File: src/rtl/reg_file_lp_pkg.sv
// Shared definitions for the reg_file_lp register file: default geometry,
// the register word type, and the port-B operand select encoding.
package reg_file_lp_pkg;

    localparam int REG_W = 8;
    localparam int REG_D = 4;

    typedef logic [REG_W-1:0] reg_t;

    // Port B source: zero-extended immediate or register read.
    typedef enum logic {
        OPB_IMM = 1'b0,
        OPB_REG = 1'b1
    } opb_sel_t;

endpackage

File: src/rtl/reg_file_lp_if.sv
// Decode/writeback bus of the reg_file_lp register file. The master drives
// addresses, write requests and writeback data; the slave (register file)
// returns the read data, the pending-load flag and the stall.
interface reg_file_lp_if
    import reg_file_lp_pkg::*;
#(
    parameter int W     = REG_W,
    parameter int D     = REG_D,
    parameter int IMM_W = 3
) ();

    logic             write_en;
    logic             read_mem;
    logic             two_reg;
    logic [D-1:0]     raddrA;
    logic [D-1:0]     raddrB;
    logic [IMM_W-1:0] imm;
    logic [D-1:0]     waddr;
    logic [W-1:0]     data_in_alu;
    logic [W-1:0]     data_in_mem;
    logic [W-1:0]     data_outA;
    logic [W-1:0]     data_outB;
    logic             load_pending;
    logic             stall;

    modport master (
        output write_en, read_mem, two_reg, raddrA, raddrB, imm, waddr,
               data_in_alu, data_in_mem,
        input  data_outA, data_outB, load_pending, stall
    );

    modport slave (
        input  write_en, read_mem, two_reg, raddrA, raddrB, imm, waddr,
               data_in_alu, data_in_mem,
        output data_outA, data_outB, load_pending, stall
    );

endinterface

File: src/rtl/reg_file_lp_read_port.sv
// One combinational read port of reg_file_lp. Produces the read value and
// this port's stall contribution against the pending load.
// Optional forwarding is selected with the REGFILE_BYPASS_EN macro.
module rf_read_port #(
    parameter int W = 8,
    parameter int D = 4
) (
    input  logic [D-1:0] addr,
    input  logic [W-1:0] arr_word,
    input  logic         used,
    input  logic         pend_valid,
    input  logic [D-1:0] pend_addr,
    input  logic [W-1:0] data_in_mem,
    input  logic         alu_wr,
    input  logic [D-1:0] waddr,
    input  logic [W-1:0] data_in_alu,
    output logic [W-1:0] rdata,
    output logic         stall
);

`ifdef REGFILE_BYPASS_EN
    // Forward the youngest in-flight value: same-cycle ALU write first, then the committing load.
    always_comb begin
        rdata = arr_word;
        if (alu_wr && (waddr == addr)) begin
            rdata = data_in_alu;
        end else if (pend_valid && (pend_addr == addr)) begin
            rdata = data_in_mem;
        end
    end

    assign stall = 1'b0;

    // An immediate-selected port B simply ignores rdata, so 'used' has no role here.
    logic unused_sel;
    assign unused_sel = used;
`else
    // No forwarding: the array word is shown as-is and a hit on the pending load stalls.
    always_comb begin
        rdata = arr_word;
    end

    assign stall = used & pend_valid & (addr == pend_addr);

    logic unused_fwd;
    assign unused_fwd = ^{data_in_mem, alu_wr, waddr, data_in_alu};
`endif

endmodule

File: src/rtl/reg_file_lp.sv
// reg_file_lp: 2**D x W register file with ALU and memory writeback, a
// one-deep pending-load tracker, and port B register/immediate select.
// Build option: define REGFILE_BYPASS_EN to forward in-flight writes
// to the read ports instead of stalling.
module reg_file_lp
    import reg_file_lp_pkg::*;
#(
    parameter int W     = REG_W,
    parameter int D     = REG_D,
    parameter int IMM_W = 3
) (
    input  logic          clk,
    input  logic          reset,
    reg_file_lp_if.slave  bus
);

    logic [W-1:0] regs [2**D];
    logic         pend_valid;
    logic [D-1:0] pend_addr;
    logic         alu_wr;
    logic         load_issue;
    opb_sel_t     opb_sel;
    logic [W-1:0] imm_ext;
    logic [W-1:0] rdata_a;
    logic [W-1:0] rdata_b;
    logic         stall_a;
    logic         stall_b;

    assign alu_wr     = bus.write_en & ~bus.read_mem;
    assign load_issue = bus.write_en &  bus.read_mem;
    assign opb_sel    = bus.two_reg ? OPB_REG : OPB_IMM;

    // Zero-extend the immediate to the data width.
    always_comb begin
        imm_ext              = '0;
        imm_ext[IMM_W-1:0]   = bus.imm;
    end

    // Array and load tracker; the ALU write is issued after the commit so it wins on the same address.
    always_ff @(posedge clk) begin
        if (reset) begin
            regs       <= '{default: '0};
            pend_valid <= 1'b0;
            pend_addr  <= '0;
        end else begin
            if (pend_valid) begin
                regs[pend_addr] <= bus.data_in_mem;
            end
            if (alu_wr) begin
                regs[bus.waddr] <= bus.data_in_alu;
            end
            pend_valid <= load_issue;
            if (load_issue) begin
                pend_addr <= bus.waddr;
            end
        end
    end

    rf_read_port #(.W(W), .D(D)) port_a (
        .addr        (bus.raddrA),
        .arr_word    (regs[bus.raddrA]),
        .used        (1'b1),
        .pend_valid  (pend_valid),
        .pend_addr   (pend_addr),
        .data_in_mem (bus.data_in_mem),
        .alu_wr      (alu_wr),
        .waddr       (bus.waddr),
        .data_in_alu (bus.data_in_alu),
        .rdata       (rdata_a),
        .stall       (stall_a)
    );

    rf_read_port #(.W(W), .D(D)) port_b (
        .addr        (bus.raddrB),
        .arr_word    (regs[bus.raddrB]),
        .used        (opb_sel == OPB_REG),
        .pend_valid  (pend_valid),
        .pend_addr   (pend_addr),
        .data_in_mem (bus.data_in_mem),
        .alu_wr      (alu_wr),
        .waddr       (bus.waddr),
        .data_in_alu (bus.data_in_alu),
        .rdata       (rdata_b),
        .stall       (stall_b)
    );

    assign bus.data_outA    = rdata_a;
    assign bus.data_outB    = (opb_sel == OPB_REG) ? rdata_b : imm_ext;
    assign bus.load_pending = pend_valid;
    assign bus.stall        = stall_a | stall_b;

endmodule

File: src/flat_wrapper.sv
// flat-port wrapper written by rule: the top's interface ports become plain ports
module reg_file_lp_flat import reg_file_lp_pkg::*;
#(
    parameter int W     = REG_W,
    parameter int D     = REG_D,
    parameter int IMM_W = 3
)
  (clk, reset, bus_write_en, bus_read_mem, bus_two_reg, bus_raddrA, bus_raddrB, bus_imm, bus_waddr, bus_data_in_alu, bus_data_in_mem, bus_data_outA, bus_data_outB, bus_load_pending, bus_stall);
  reg_file_lp_if #(.W(W), .D(D), .IMM_W(IMM_W)) bus_i ();
  input  logic clk;
  input  logic reset;
  input wire logic [$bits(bus_i.write_en)-1:0] bus_write_en;
  input wire logic [$bits(bus_i.read_mem)-1:0] bus_read_mem;
  input wire logic [$bits(bus_i.two_reg)-1:0] bus_two_reg;
  input wire logic [$bits(bus_i.raddrA)-1:0] bus_raddrA;
  input wire logic [$bits(bus_i.raddrB)-1:0] bus_raddrB;
  input wire logic [$bits(bus_i.imm)-1:0] bus_imm;
  input wire logic [$bits(bus_i.waddr)-1:0] bus_waddr;
  input wire logic [$bits(bus_i.data_in_alu)-1:0] bus_data_in_alu;
  input wire logic [$bits(bus_i.data_in_mem)-1:0] bus_data_in_mem;
  output wire logic [$bits(bus_i.data_outA)-1:0] bus_data_outA;
  output wire logic [$bits(bus_i.data_outB)-1:0] bus_data_outB;
  output wire logic [$bits(bus_i.load_pending)-1:0] bus_load_pending;
  output wire logic [$bits(bus_i.stall)-1:0] bus_stall;
  assign bus_i.write_en = bus_write_en;
  assign bus_i.read_mem = bus_read_mem;
  assign bus_i.two_reg = bus_two_reg;
  assign bus_i.raddrA = bus_raddrA;
  assign bus_i.raddrB = bus_raddrB;
  assign bus_i.imm = bus_imm;
  assign bus_i.waddr = bus_waddr;
  assign bus_i.data_in_alu = bus_data_in_alu;
  assign bus_i.data_in_mem = bus_data_in_mem;
  assign bus_data_outA = bus_i.data_outA;
  assign bus_data_outB = bus_i.data_outB;
  assign bus_load_pending = bus_i.load_pending;
  assign bus_stall = bus_i.stall;
  reg_file_lp #(.W(W), .D(D), .IMM_W(IMM_W)) u_core (.clk(clk), .reset(reset), .bus(bus_i));
endmodule
File: config.mk
export PLATFORM = sky130hd
export DESIGN_NAME = reg_file_lp_flat
export DESIGN_NICKNAME = d
export VERILOG_FILES = /design/src/rtl/reg_file_lp_pkg.sv /design/src/rtl/reg_file_lp_if.sv /design/src/rtl/reg_file_lp_read_port.sv /design/src/rtl/reg_file_lp.sv /design/src/flat_wrapper.sv
export SDC_FILE = /design/constraint.sdc
export NUM_CORES = 1
export LEC_CHECK = 0
export CAP_MARGIN = 20
export CORE_UTILIZATION = 55
export CTS_BUF_LIST = sky130_fd_sc_hd__clkbuf_2
export DETAILED_ROUTE_END_ITERATION = 16
export PLACE_DENSITY = 0.8
export SLEW_MARGIN = 30
export SYNTH_ARGS = -nofsm -noshare
export SYNTH_HDL_FRONTEND = slang
export SYNTH_SLANG_ARGS = --single-unit
File: constraint.sdc
create_clock -name clk -period 2.37 [get_ports clk]
set_input_delay 0.474 -clock clk [delete_from_list [all_inputs] [get_ports clk]]
set_output_delay 0.474 -clock clk [all_outputs]
set_load 0.005 [all_outputs]
==> results.sh, run 1 <==
export IMPL_violations="setup timing"
export IMPL_grt_max_degree=60
export IMPL_syn_nets=910
export IMPL_dieArea_sq_um=15500
export IMPL_final_max_slew_violation_count=0
export IMPL_vias=8624
export IMPL_dp_hpwl_um=20300
export IMPL_dr_pass1_iters=9
export IMPL_synth_area_top_cells="dfxtp_1 (32%), mux4_2 (12%), mux4_1 (8.9%), a311oi_1 (8.5%), mux2i_1 (8.1%)"
export IMPL_initial_core_util_pct=56.7
export IMPL_p_switching_mw=1.29
export IMPL_io_pin_count=54
export IMPL_cts_htree_levels=4
export IMPL_ir_drop_mv=0.344
export IMPL_p_sw_share_pct=29.0
export IMPL_grt_pass1_wl_um=46000
export IMPL_grt_pass1_vias=8244
export IMPL_ys_seq_elements=133
export IMPL_yosysUniqueCellTypes=34
export IMPL_grt_antenna_before_repair=1
export IMPL_fp_row_count=44
export IMPL_intPower_mw=3.16
export IMPL_timing_slew_headroom_pct=50.8
export IMPL_drive_above_1_share_pct=35.3
export IMPL_io_buffer_count=53
export IMPL_holdBufCountCts=0
export IMPL_ys_seq_area_share_pct=32.2
export IMPL_p_leak_nw=3.89
export IMPL_endpoint_kind="output pin"
export IMPL_cts_tree="built"
export IMPL_synth_top_area_share_pct=32.2
export IMPL_wirelength_um=30100
export IMPL_period_share_pct=119
export IMPL_die_w_um=125
export IMPL_clk_transition_reported_paths_ns=0.19
export IMPL_cp_data_required_time_ns=1.90
export IMPL_powerDensity_nw_per_um2=444
export IMPL_syn_to_final_growth_pct=21.3
export IMPL_finalHoldWorstSlack_ns=0.103
export IMPL_nets=1020
export IMPL_final_core_util_pct=68.8
export IMPL_die_h_um=125
export IMPL_power_frac_clock_pct=32.6
export IMPL_setup_tns_ns=-5.25
export IMPL_setup_violations=17
export IMPL_hold_class="primary input to flip-flop"
export IMPL_worstMarginPinSlew_ns=0.738
export IMPL_maxCapViolations=0
export IMPL_syn_area_sq_um=8270
export IMPL_drc=0
export IMPL_wl_per_cell_um=25.5
export IMPL_seq_power_share_pct=52.2
export IMPL_max_freq_mhz=356
export IMPL_drt_iter0_markers=1452
export IMPL_power_mw=4.46
export IMPL_cts_made_buffers=17
export IMPL_gr_usage_all_layers_pct=38.7
export IMPL_crit_path_start_kind="flip-flop"
export IMPL_core_area_sq_um=14600
export IMPL_syn_inst=874
export IMPL_cts_buffer_depth=2
export IMPL_syn_avg_cell_area_sq_um=9.47
export IMPL_worstPathArrival_ns=2.34
export IMPL_critical_path_class="flip-flop to output pin"
export IMPL_final_setup_worst_slack_ns=-0.439
export IMPL_gp_congestion=0.984
export IMPL_clock_sinks=133
export IMPL_final_antenna_net_count=0
export IMPL_clockRootBuffer="clkbuf_2"
export IMPL_period_needed_ns=2.81
export IMPL_clkLatencyLatePin_ns=0.75
export IMPL_viasPerCell=7.30
export IMPL_fin_area_sq_um=10000
export IMPL_hold_viol_final=0
export IMPL_yosys_warnings=0
export IMPL_rsz0062_at_grt="yes"
export IMPL_status="finished, violations left"
export IMPL_overflow=0
export IMPL_fin_skew_ns=0.0181
export IMPL_worstPathMaxFanout=3
export IMPL_synth_largest_area_cell="dfxtp_1"
export IMPL_combPwrFrac_pct=15.2
export IMPL_post_dp_cell_area_sq_um=9550
==> per-stage QoR <==
step / setup slack (ns) / std cells
floorplan: 0.110 / 874
global placement: -0.660 / 1128
detailed placement: -0.685 / 1128
CTS: -0.464 / 1178
global route: -0.568 / 1181
finish: -0.439 / 1181
==> cells by family (layout without fill, tap and decap cells) <==
family	count (synthesis)	count (layout)	synth area share, %
compound gates	210	210	17.9
xor+xnor	8	8	0.847
mux	142	142	29.4
simple gates	278	278	14.0
buf+inv	103	225	5.72
other cells	0	1	0
flops	133	133	32.2
==> power by group through the flow <==
stage	Combinational (mW)	Clock [mW]	Sequential, mW
finish	0.679	1.45	2.32
global placement	0.610	0	2.36
global route	0.705	1.55	2.32
floorplan	0.361	0	2.34
CTS	0.650	1.44	2.32
detailed placement	0.621	0	2.36
==> worst max-delay path: stages, from the launching register on <==
cell and delay, ns:
dfxtp_1 0.40, mux4_2 0.49, mux2i_2 0.21, mux2i_1 0.12, mux2_4 0.27, buf_6 0.12
==> synthesized netlist by cell type, drive strengths merged <==
cell type and count:
nor2 140, dfxtp 133, nand2 100, a311oi 80
mux4 72, o21ai 72, mux2i 67, clkbuf 62
a211oi 48, buf 41, nand3 18, nand2b 6
o22ai 5, xnor2 5, a21oi 4, mux2 3
nand3b 3, nor2b 3, xor2 3, and4bb 2
a21boi 1, and4b 1, nand4 1, nor3 1
nor3b 1, nor4b 1, or3 1
==> state kept, by name, summed over array words and instances (netlist names) <==
signal                   count
u_core.bus.load_pending      1
u_core.regs                128
u_core.pend_addr             4
==> routing by layer <==
| layer | up-vias | track usage, % | part of all wire [%] |
|---|---|---|---|
| li1 | 3525 | - | - |
| met1 | 4008 | 48.5 | 34 |
| met2 | 868 | 59.5 | 45 |
| met3 | 223 | 10.7 | 13 |
| met4 | 0 | 23.5 | 7.4 |
| met5 | - | 0 | 0 |
==> timing repair <==
action | CTS | global route
endpoints found under the setup margin | 17 | 19
setup buffers | 19 | 4
gates resized for setup | 191 | 22
pin swaps | 9 | 10
==> worst paths after layout <==
| kind | start | endpoint | slack [ns] | depth (start not counted) |
|---|---|---|---|---|
| worst max-delay path | u_core.regs[26]$_SDFF_PP0_ | bus_data_outB[2] | -0.44 | 5 |
| worst min-delay path | reset | u_core.bus.load_pending$_SDFF_PP0_ | 0.10 | 2 |
| worst max register to register | u_core.pend_addr[2]$_SDFFE_PP0P_ | u_core.regs[59]$_SDFF_PP0_ | 0.27 | 8 |
| worst min register to register | u_core.regs[121]$_SDFF_PP0_ | u_core.regs[121]$_SDFF_PP0_ | 0.53 | 2 |
==> cell type report <==
class,instances,area (sq um)
multi-input combinational,638,5090
clock inverter,12,138
timing repair buffer,194,1710
clock buffer,19,95.1
fill,1057,4550
antenna,1,2.50
tap,184,230
sequential,133,2770
==> placed cells by master (no fill, tap or decap), types with 5 or more instances in the layout <==
cell	synthesis	layout
a211oi_1	48	48
a311oi_1	80	80
buf_12	0	9
buf_2	23	15
buf_4	4	110
buf_6	4	27
clkbuf_2	1	20
clkdlybuf4s50_1	0	31
clkinv_2	0	5
dfxtp_1	133	52
dfxtp_2	0	77
mux2i_1	67	65
mux4_2	44	68
nand2_1	100	100
nand2b_1	6	6
nand3_1	18	18
nor2_1	140	140
o21ai_0	72	72
o22ai_1	5	5
(Power assumes the default switching activity.)
==> run 2: changes to the inputs <==
SLEW_MARGIN = 20   (was 30)
==> results of run 2 <==
Final layout, timing and power as in run 1 (identical DEF).
